## config.mk

```make
export PLATFORM = sky130hd
export DESIGN_NAME = ps2_key_decoder
export DESIGN_NICKNAME = d
export VERILOG_FILES = /design/src/rtl/ps2_pkg.sv /design/src/rtl/ps2_event_fifo.sv /design/src/rtl/ps2_key_decoder.sv
export SDC_FILE = /design/constraint.sdc
export NUM_CORES = 1
export LEC_CHECK = 0
export CAP_MARGIN = 30
export CORE_AREA = 3 3 86 88
export DETAILED_ROUTE_END_ITERATION = 8
export DIE_AREA = 0 0 89 91
export PLACE_DENSITY_LB_ADDON = 0.1
export REMOVE_ABC_BUFFERS = 1
export SLEW_MARGIN = 20
export SYNTH_ARGS = -nofsm -noshare
export SYNTH_HDL_FRONTEND = slang
export SYNTH_HIERARCHICAL = 1
export SYNTH_SLANG_ARGS = --single-unit
```

## constraint.sdc

```tcl
create_clock -name clk -period 4.8 [get_ports clk]
set_input_delay 0.72 -clock clk [delete_from_list [all_inputs] [get_ports clk]]
set_output_delay 0.72 -clock clk [all_outputs]
set_load 0.02 [all_outputs]
```

## src/rtl/ps2_pkg.sv

```systemverilog
// Shared constants and types for the PS/2 key-event decoder.
package ps2_pkg;

  localparam logic [7:0] PS2_EXT = 8'hE0;
  localparam logic [7:0] PS2_BRK = 8'hF0;

  // Bytes that never form part of a key event (error, BAT, ACK, resend)
  localparam logic [7:0] PS2_NUL = 8'h00;
  localparam logic [7:0] PS2_ERR = 8'hFF;
  localparam logic [7:0] PS2_BAT = 8'hAA;
  localparam logic [7:0] PS2_ACK = 8'hFA;
  localparam logic [7:0] PS2_RSD = 8'hFE;

  typedef enum logic [1:0] {
    IDLE    = 2'd0,
    EXT     = 2'd1,
    BRK     = 2'd2,
    EXT_BRK = 2'd3
  } dec_state_t;

  typedef struct packed {
    logic       ext;
    logic       brk;
    logic [7:0] code;
  } key_event_t;

  function automatic logic is_discard(input logic [7:0] c);
    return (c == PS2_NUL) || (c == PS2_ERR) || (c == PS2_BAT) ||
           (c == PS2_ACK) || (c == PS2_RSD);
  endfunction

endpackage

```

## src/rtl/ps2_event_fifo.sv

```systemverilog
// Show-ahead synchronous FIFO of key events; head is always mem[rd_ptr].
module ps2_event_fifo
  import ps2_pkg::*;
#(
  parameter int unsigned DEPTH = 4
) (
  input  logic       i_clk,
  input  logic       i_rst_n,
  input  logic       i_push,
  input  key_event_t i_data,
  input  logic       i_pop,
  output key_event_t o_data,
  output logic       o_full,
  output logic       o_empty
);

  localparam int unsigned AW = (DEPTH > 1) ? $clog2(DEPTH) : 1;

  key_event_t      r_mem [DEPTH];
  logic [AW-1:0]   r_wr_ptr;
  logic [AW-1:0]   r_rd_ptr;
  logic [AW:0]     r_count;
  logic            w_do_push;
  logic            w_do_pop;

  // A pop frees a slot this cycle, so a push while full is accepted alongside it
  assign w_do_pop  = i_pop & ~o_empty;
  assign w_do_push = i_push & (~o_full | w_do_pop);

  assign o_empty = (r_count == '0);
  assign o_full  = (r_count == (AW+1)'(DEPTH));
  assign o_data  = r_mem[r_rd_ptr];

  // Storage and pointer/occupancy update
  always_ff @(posedge i_clk or negedge i_rst_n) begin
    if (!i_rst_n) begin
      for (int unsigned i = 0; i < DEPTH; i++) r_mem[i] <= '0;
      r_wr_ptr <= '0;
      r_rd_ptr <= '0;
      r_count  <= '0;
    end else begin
      if (w_do_push) begin
        r_mem[r_wr_ptr] <= i_data;
        r_wr_ptr        <= r_wr_ptr + AW'(1);
      end
      if (w_do_pop) r_rd_ptr <= r_rd_ptr + AW'(1);
      case ({w_do_push, w_do_pop})
        2'b10:   r_count <= r_count + (AW+1)'(1);
        2'b01:   r_count <= r_count - (AW+1)'(1);
        default: r_count <= r_count;
      endcase
    end
  end

endmodule

```

## src/rtl/ps2_key_decoder.sv

```systemverilog
// Scan-code byte stream to key make/break events with typematic filtering.
module ps2_key_decoder
  import ps2_pkg::*;
#(
  parameter int unsigned DEPTH   = 4,
  parameter int unsigned TIMEOUT = 50000
) (
  input  logic       clk,
  input  logic       res,
  input  logic [7:0] code_in,
  input  logic       code_valid,
  output logic [7:0] ev_code,
  output logic       ev_ext,
  output logic       ev_break,
  output logic       ev_valid,
  input  logic       ev_ready,
  output logic       overflow,
  output logic [7:0] held_code,
  output logic       held_ext
);

  localparam int unsigned CW = (TIMEOUT > 2) ? $clog2(TIMEOUT) : 1;

  dec_state_t  r_state;
  dec_state_t  w_state_nxt;
  logic [CW-1:0] r_cnt;
  logic [CW-1:0] w_cnt_nxt;
  logic        r_ovf;
  logic [7:0]  r_held_code;
  logic        r_held_ext;
  logic        w_emit;
  logic        w_match;
  logic        w_push;
  logic        w_pop;
  logic        w_full;
  logic        w_empty;
  key_event_t  w_ev;
  key_event_t  w_head;

  // Prefix decoding and idle timeout
  always_comb begin
    w_state_nxt = r_state;
    w_cnt_nxt   = r_cnt;
    w_emit      = 1'b0;
    w_ev        = '0;
    if (code_valid) begin
      w_cnt_nxt = '0;
      if (!is_discard(code_in)) begin
        case (r_state)
          IDLE: begin
            if (code_in == PS2_EXT)      w_state_nxt = EXT;
            else if (code_in == PS2_BRK) w_state_nxt = BRK;
            else begin
              w_emit = 1'b1;
              w_ev   = '{ext: 1'b0, brk: 1'b0, code: code_in};
            end
          end
          EXT: begin
            if (code_in == PS2_BRK) w_state_nxt = EXT_BRK;
            else if (code_in != PS2_EXT) begin
              w_emit      = 1'b1;
              w_ev        = '{ext: 1'b1, brk: 1'b0, code: code_in};
              w_state_nxt = IDLE;
            end
          end
          default: begin
            if ((code_in != PS2_EXT) && (code_in != PS2_BRK)) begin
              w_emit      = 1'b1;
              w_ev        = '{ext: (r_state == EXT_BRK), brk: 1'b1, code: code_in};
              w_state_nxt = IDLE;
            end
          end
        endcase
      end
    end else if (r_state != IDLE) begin
      if (r_cnt == CW'(TIMEOUT - 1)) begin
        w_state_nxt = IDLE;
        w_cnt_nxt   = '0;
      end else begin
        w_cnt_nxt = r_cnt + CW'(1);
      end
    end
  end

  // Typematic repeats of the held key are suppressed; breaks always pass
  assign w_match = ({w_ev.ext, w_ev.code} == {r_held_ext, r_held_code});
  assign w_push  = w_emit & (w_ev.brk | ~(w_match & (r_held_code != 8'h00)));
  assign w_pop   = ev_valid & ev_ready;

  // FSM, timeout counter, held key and sticky overflow
  always_ff @(posedge clk or negedge res) begin
    if (!res) begin
      r_state     <= IDLE;
      r_cnt       <= '0;
      r_ovf       <= 1'b0;
      r_held_code <= 8'h00;
      r_held_ext  <= 1'b0;
    end else begin
      r_state <= w_state_nxt;
      r_cnt   <= w_cnt_nxt;
      if (w_push & w_full & ~w_pop) r_ovf <= 1'b1;
      if (w_push & ~w_ev.brk) begin
        r_held_code <= w_ev.code;
        r_held_ext  <= w_ev.ext;
      end else if (w_push & w_ev.brk & w_match) begin
        r_held_code <= 8'h00;
        r_held_ext  <= 1'b0;
      end
    end
  end

  ps2_event_fifo #(.DEPTH(DEPTH)) u_fifo (
    .i_clk   (clk),
    .i_rst_n (res),
    .i_push  (w_push),
    .i_data  (w_ev),
    .i_pop   (ev_ready),
    .o_data  (w_head),
    .o_full  (w_full),
    .o_empty (w_empty)
  );

  assign ev_valid  = ~w_empty;
  assign ev_code   = w_head.code;
  assign ev_ext    = w_head.ext;
  assign ev_break  = w_head.brk;
  assign overflow  = r_ovf;
  assign held_code = r_held_code;
  assign held_ext  = r_held_ext;

endmodule

```

-- Word-level counts from Yosys, hierarchy flattened
Index checks and enable logic that the tools add are counted.
- $add $sub $neg: 5
- multipliers: 0
- div/mod/pow operators: 0
- magnitude comparators: 3
- equal/unequal tests: 19
- shift operators: 0
- multiplexer cells: 40
- bitwise operators: 18
- reductions and logical operators: 16
- operator list (cell ; count):
    $mux 10 ; 8
    $eq 8x8->1 const B ; 6
    $mux 16 ; 3
    $bwmux 40 ; 1
    $mux 8 ; 4
    $bmux 10 s2 ; 1
    $demux 10 s2 ; 1
    $pmux 10 s2 ; 1
    $mux 2 ; 9
    $add 16x1->16 const B ; 1
    $eq 16x16->1 const B ; 1
    $ne 8x8->1 const B ; 2
    $reduce_bool 2->1 ; 5
    $and 1x1->1 ; 9
    $eq 9x9->1 ; 1
    $mux 1 ; 9
    $logic_not 8->1 ; 1
    $ne 4x4->1 const B ; 2
    $reduce_bool 8->1 ; 1
    $ge 3x3->1 const B ; 2
    $not 2->3 ; 2
    $pmux 3 s2 ; 1
    $reduce_and 6->1 ; 1
    $not 1->1 ; 5
    16 further kinds ; 24
- register bits after elaboration: 75
- bits in latches: 0
- bits in writable memories: 0
- ROM bits: 0
- output and inout bits: 21
- logic and storage cells: 121
- memories: 0

-- Logic depth before layout (Yosys ltp)
- depth after elaboration: 16
- gate-level depth with buffers: 15
- mapped depth without buffers: 13

-- Hierarchy
The synthesis kept the hierarchy.
- modules (own cells, without submodules) (module ; instances ; cells each ; area an instance (um^2)):
    ps2_event_fifo ; 1 ; 133 ; 2137.0
    ps2_key_decoder ; 1 ; 221 ; 1880.6

-- Least setup slack after synthesis
Ideal clock, no wire load.
- path kind: input -> register
- start point: in code_in[6]
- end point: reg u_fifo.r_count[2]
- arrival time: 3.590 ns
- data required time: 4.721 ns
- slack: 1.131 ns
- stages on the path: 14
- path through: buf_2 -> or3_1 -> a221o_1 -> and4_1 -> nor4_1 -> nand4_1 -> o31a_1 -> or2b_2 -> ha_1 -> inv_1 -> fa_1 -> xor2_1 -> nor2_1 -> xor2_1
- longest elaborated chain between the ends: 15
- elaborated cells between the ends (all ways): 40
- those cells by class: 11 x eq/ne; 17 x mux; 5 x bitwise; 7 x reduce/logical
- ends and longest elaborated chain (what ; RTL line ; RTL):
    start, declared ; ps2_key_decoder.sv:10 ; input logic [7:0] code_in,
    parallel branches: the longest is 11 deep, another holds $mux 10 ; - ;
    $and 1x1->1 * ; ps2_key_decoder.sv:87 ; assign w_push = w_emit & (w_ev.brk | ~(w_match & (r_held_code != 8'h00)));
    named net w_push ; ps2_key_decoder.sv:33 ; logic w_push;
    $and 1x1->1 * ; ps2_event_fifo.sv:28 ; assign w_do_push = i_push & (~o_full | w_do_pop);
    $eq 2x1->1 or $eq 2x2->1 (tied branches) ; ps2_event_fifo.sv:47 ; case ({w_do_push, w_do_pop})
    $pmux 3 s2 or $reduce_bool 2->1 (tied branches) ; - ;
    end signal, assigned ; ps2_event_fifo.sv:48 ; 2'b10: r_count <= r_count + (AW+1)'(1);
    end signal, assigned ; ps2_event_fifo.sv:49 ; 2'b01: r_count <= r_count - (AW+1)'(1);
    end signal, assigned ; ps2_event_fifo.sv:50 ; default: r_count <= r_count;
    end, declared ; ps2_event_fifo.sv:22 ; logic [AW:0] r_count;
Mark *: on every way through the listed nets, which the timed path passes.
A chain may end at the register's enable or synchronous reset.

==> flow_metrics.py <==
metrics = {
    "drt": {
        "drt_iter0_drc": 166,
        "avgViaCountPerCell": 6.108,
        "wl_um": 8634,
        "ant_nets": 0,
        "drc": 0,
        "firstDrtPassIters": 4,
        "routedWlPerCell_um": 18.22,
        "vias": 2895,
    },
    "critical_path": {
        "crit_top_cell": "xor2_1",
        "critical_path.slowest_cell": "nor4_1",
        "worstSetupEndpointType": "flop",
        "cp_max_fo": 9,
        "max_stage_delay_ps": 670,
        "cp_cell_sequence": "clkdlybuf4s50_1 -> or3_1 -> a221oi_4 -> nor4_1 -> o221a_1 -> nand4_1 -> o31a_1 -> or2b_2 -> ha_1 -> inv_1 -> fa_1 -> xor2_1 -> nor2_1 -> xor2_1",
        "worstPathArrival_ps": 4370,
        "crit_required_ps": 5070,
        "criticalPathCategory": "input pin to flop",
        "start_kind": "input pin",
    },
    "sta": {
        "maxSlewHeadroom_pct": 47.94,
        "fmax_mhz": 243.8,
        "period_needed_ps": 4102,
        "setup_ws_ps": 697.9,
        "slew_viol_final": 0,
        "setup_violations": 0,
        "rsz0062_at_grt": "no",
        "fin_crit_sh_pct": 85.46,
        "fin_skew_ps": 11.75,
        "tightestPinTransition_ps": 773.8,
        "tns_ps": 0,
        "hold_viol_final": 0,
    },
    "cts": {
        "cts_tree": "done",
        "post_cts_buffers": 0,
        "cts_resized": 0,
        "htreeDepth": 3,
        "cts_hold_buffers": 0,
        "clock-root-buffer": "clkbuf_8",
        "clk_latency_ps": 350,
        "clock_path_buffers": 2,
        "cts_buffers": 9,
        "path_clk_slew_ps": 90,
        "cts.sinks": 75,
    },
    "die": {
        "pin_count": 33,
        "start_util_pct": 59.80,
        "dieArea_sq_um": 8099,
        "rows": 30,
        "die_w_um": 89,
        "coreArea_sq_um": 6719,
        "fp.dieH_um": 91,
    },
    "global_route": {
        "antenna_found_initial": 0,
        "grt_pass1_vias": 2901,
        "grt_max_degree": 33,
        "grtUsageTotal_pct": 23.59,
        "grt_first_pass_wirelength_um": 14680,
        "overflow": 0,
    },
    "place": {
        "place_area_sq_um": 4419,
        "place_ws_ps": 390.1,
        "dp.cells": 458,
        "place_congestion": 0.8937,
        "dp_hpwl_um": 6131,
        "port_buffers": 32,
    },
    "finish": {
        "antenna_cells": 0,
        "mostFrequentLayoutCell": "dfrtp_1",
        "fin_cells": 474,
        "nets": 408,
        "finalInstanceArea_sq_um": 4604,
        "syn2layout_area_growth_pct": 14.61,
        "mostFrequentLayoutCells": "dfrtp_1, mux2_2, clkdlybuf4s50_1",
        "drive_above_1_share_pct": 22.08,
    },
    "power_and_ir_drop": {
        "ir_drop_mv": 0.3436,
        "power_density_nw_per_um2": 560.6,
        "p_leak_nw": 2.011,
    },
    "logic_synthesis": {
        "synth_top_area_share_pct": 46.71,
        "synth_seq_cells": 75,
        "synthDistinctLibCells": 61,
        "netlist_area_sq_um": 4018,
        "synth_ff_type": "dfrtp_1",
        "synth.largest_area_cell": "dfrtp_1",
        "synth_area_leaders": "dfrtp_1, mux2_2, mux4_2",
        "async_flop_share_pct": 100.0,
        "ys.warnings.count": 6,
        "syn_avg_cell_area_sq_um": 11.35,
        "synth_edf_count": 0,
        "synth-seq-area-share_pct": 46.71,
        "synthCells": 354,
    },
    "min_path": {
        "hold_class": "input pin to asynchronous set/reset pin",
    },
    "run_status": {
        "status": "completed",
    },
    "flow_run": {
        "max_cap_viol_count": 0,
    },
}
## worst max-delay path: cells and delay by family
kind / cells / cell delay (ps)
AO/OA/AOI/OAI: 3 / 750
XOR/XNOR: 2 / 310
buffers and inverters: 2 / 680
AND/OR/NAND/NOR: 5 / 1360
adder cells (fa/ha/maj): 2 / 560
## area by class of cell
class / instances / area [sq um]
Tap cell: 80 / 100.1
Timing Repair Buffer: 38 / 372.9
Fill cell: 519 / 2115
Sequential cell: 75 / 1877
Clock inverter: 7 / 61.31
Multi-Input combinational cell: 244 / 1991
Inverter: 21 / 78.83
Clock buffer: 9 / 123.9
## metrics by stage
| stage | util, % | hold WS (ps) | total power [mW] |
|---|---|---|---|
| floorplan | - | 424.4 | 1.741 |
| global placement | 65.47 | 476.6 | 2.115 |
| detailed placement | 65.77 | 482.9 | 2.150 |
| CTS | 68.53 | 268.4 | 2.610 |
| global route | 68.53 | 274.1 | 2.758 |
| finish | 68.53 | 272.8 | 2.581 |
## flip-flops by register name, indices dropped and copies added, names as in the netlist
| name | flops |
|---|---|
| overflow | 1 |
| held_code | 8 |
| u_fifo/r_count | 3 |
| u_fifo/r_wr_ptr | 2 |
| u_fifo/r_mem | 40 |
| u_fifo/r_rd_ptr | 2 |
| r_cnt | 16 |
| r_state | 2 |
| held_ext | 1 |
## metal layers
metal | routed length [um] | global-route usage (%)
met5 | 0 | 0
met4 | 74 | 6.948
met3 | 328 | 4.356
met2 | 4250 | 35.83
met1 | 3980 | 34.54
## path summary, 6_finish.rpt
path | start | endpoint | slack [ps] | cells after the start
max | code_in[6] | u_fifo/r_count[2] | 700 | 14
min | res | u_fifo/r_mem[26] | 270 | 1
max reg2reg | r_state[0] | u_fifo/r_count[2] | 1390 | 12
min reg2reg | r_cnt[3] | r_cnt[3] | 500 | 1
max in group asynchronous | res | r_cnt[2] | 3810 | 2
min in group clk | r_cnt[3] | r_cnt[3] | 500 | 1
## synth_stat cells, types with 2 or more instances
cell,instances
inv_1,20
nor4_1,5
xnor2_1,6
buf_6,2
a31oi_1,3
dfrtp_1,75
and2_1,2
nor2_2,4
a22o_1,2
a41oi_1,3
mux2_2,41
nand4_1,3
a41o_1,2
o211ai_1,9
o21a_1,2
a22oi_1,2
and3_1,15
and4_1,2
ha_1,6
o31ai_1,13
nor2_1,15
nor3_1,7
clkbuf_1,9
buf_2,3
o21ai_0,10
nand3_1,7
o21ai_1,9
a21oi_1,5
xor2_1,6
nand2_1,26
mux4_2,10
## kinds of logic after synthesis
group	synth area share [%]
AND/OR/NAND/NOR	13.17
AO/OA/AOI/OAI	13.77
flip-flops	46.71
multiplexers	17.63
buffers and inverters	3.737
XOR/XNOR	2.616
adder cells (fa/ha/maj)	2.367
## power breakdown
| part | internal (mW) | switching (mW) |
|---|---|---|
| Combinational | 0.586 | 0.496 |
| Sequential | 0.852 | 0.196 |
| Clock | 0.197 | 0.254 |
(Power assumes the default switching activity.)
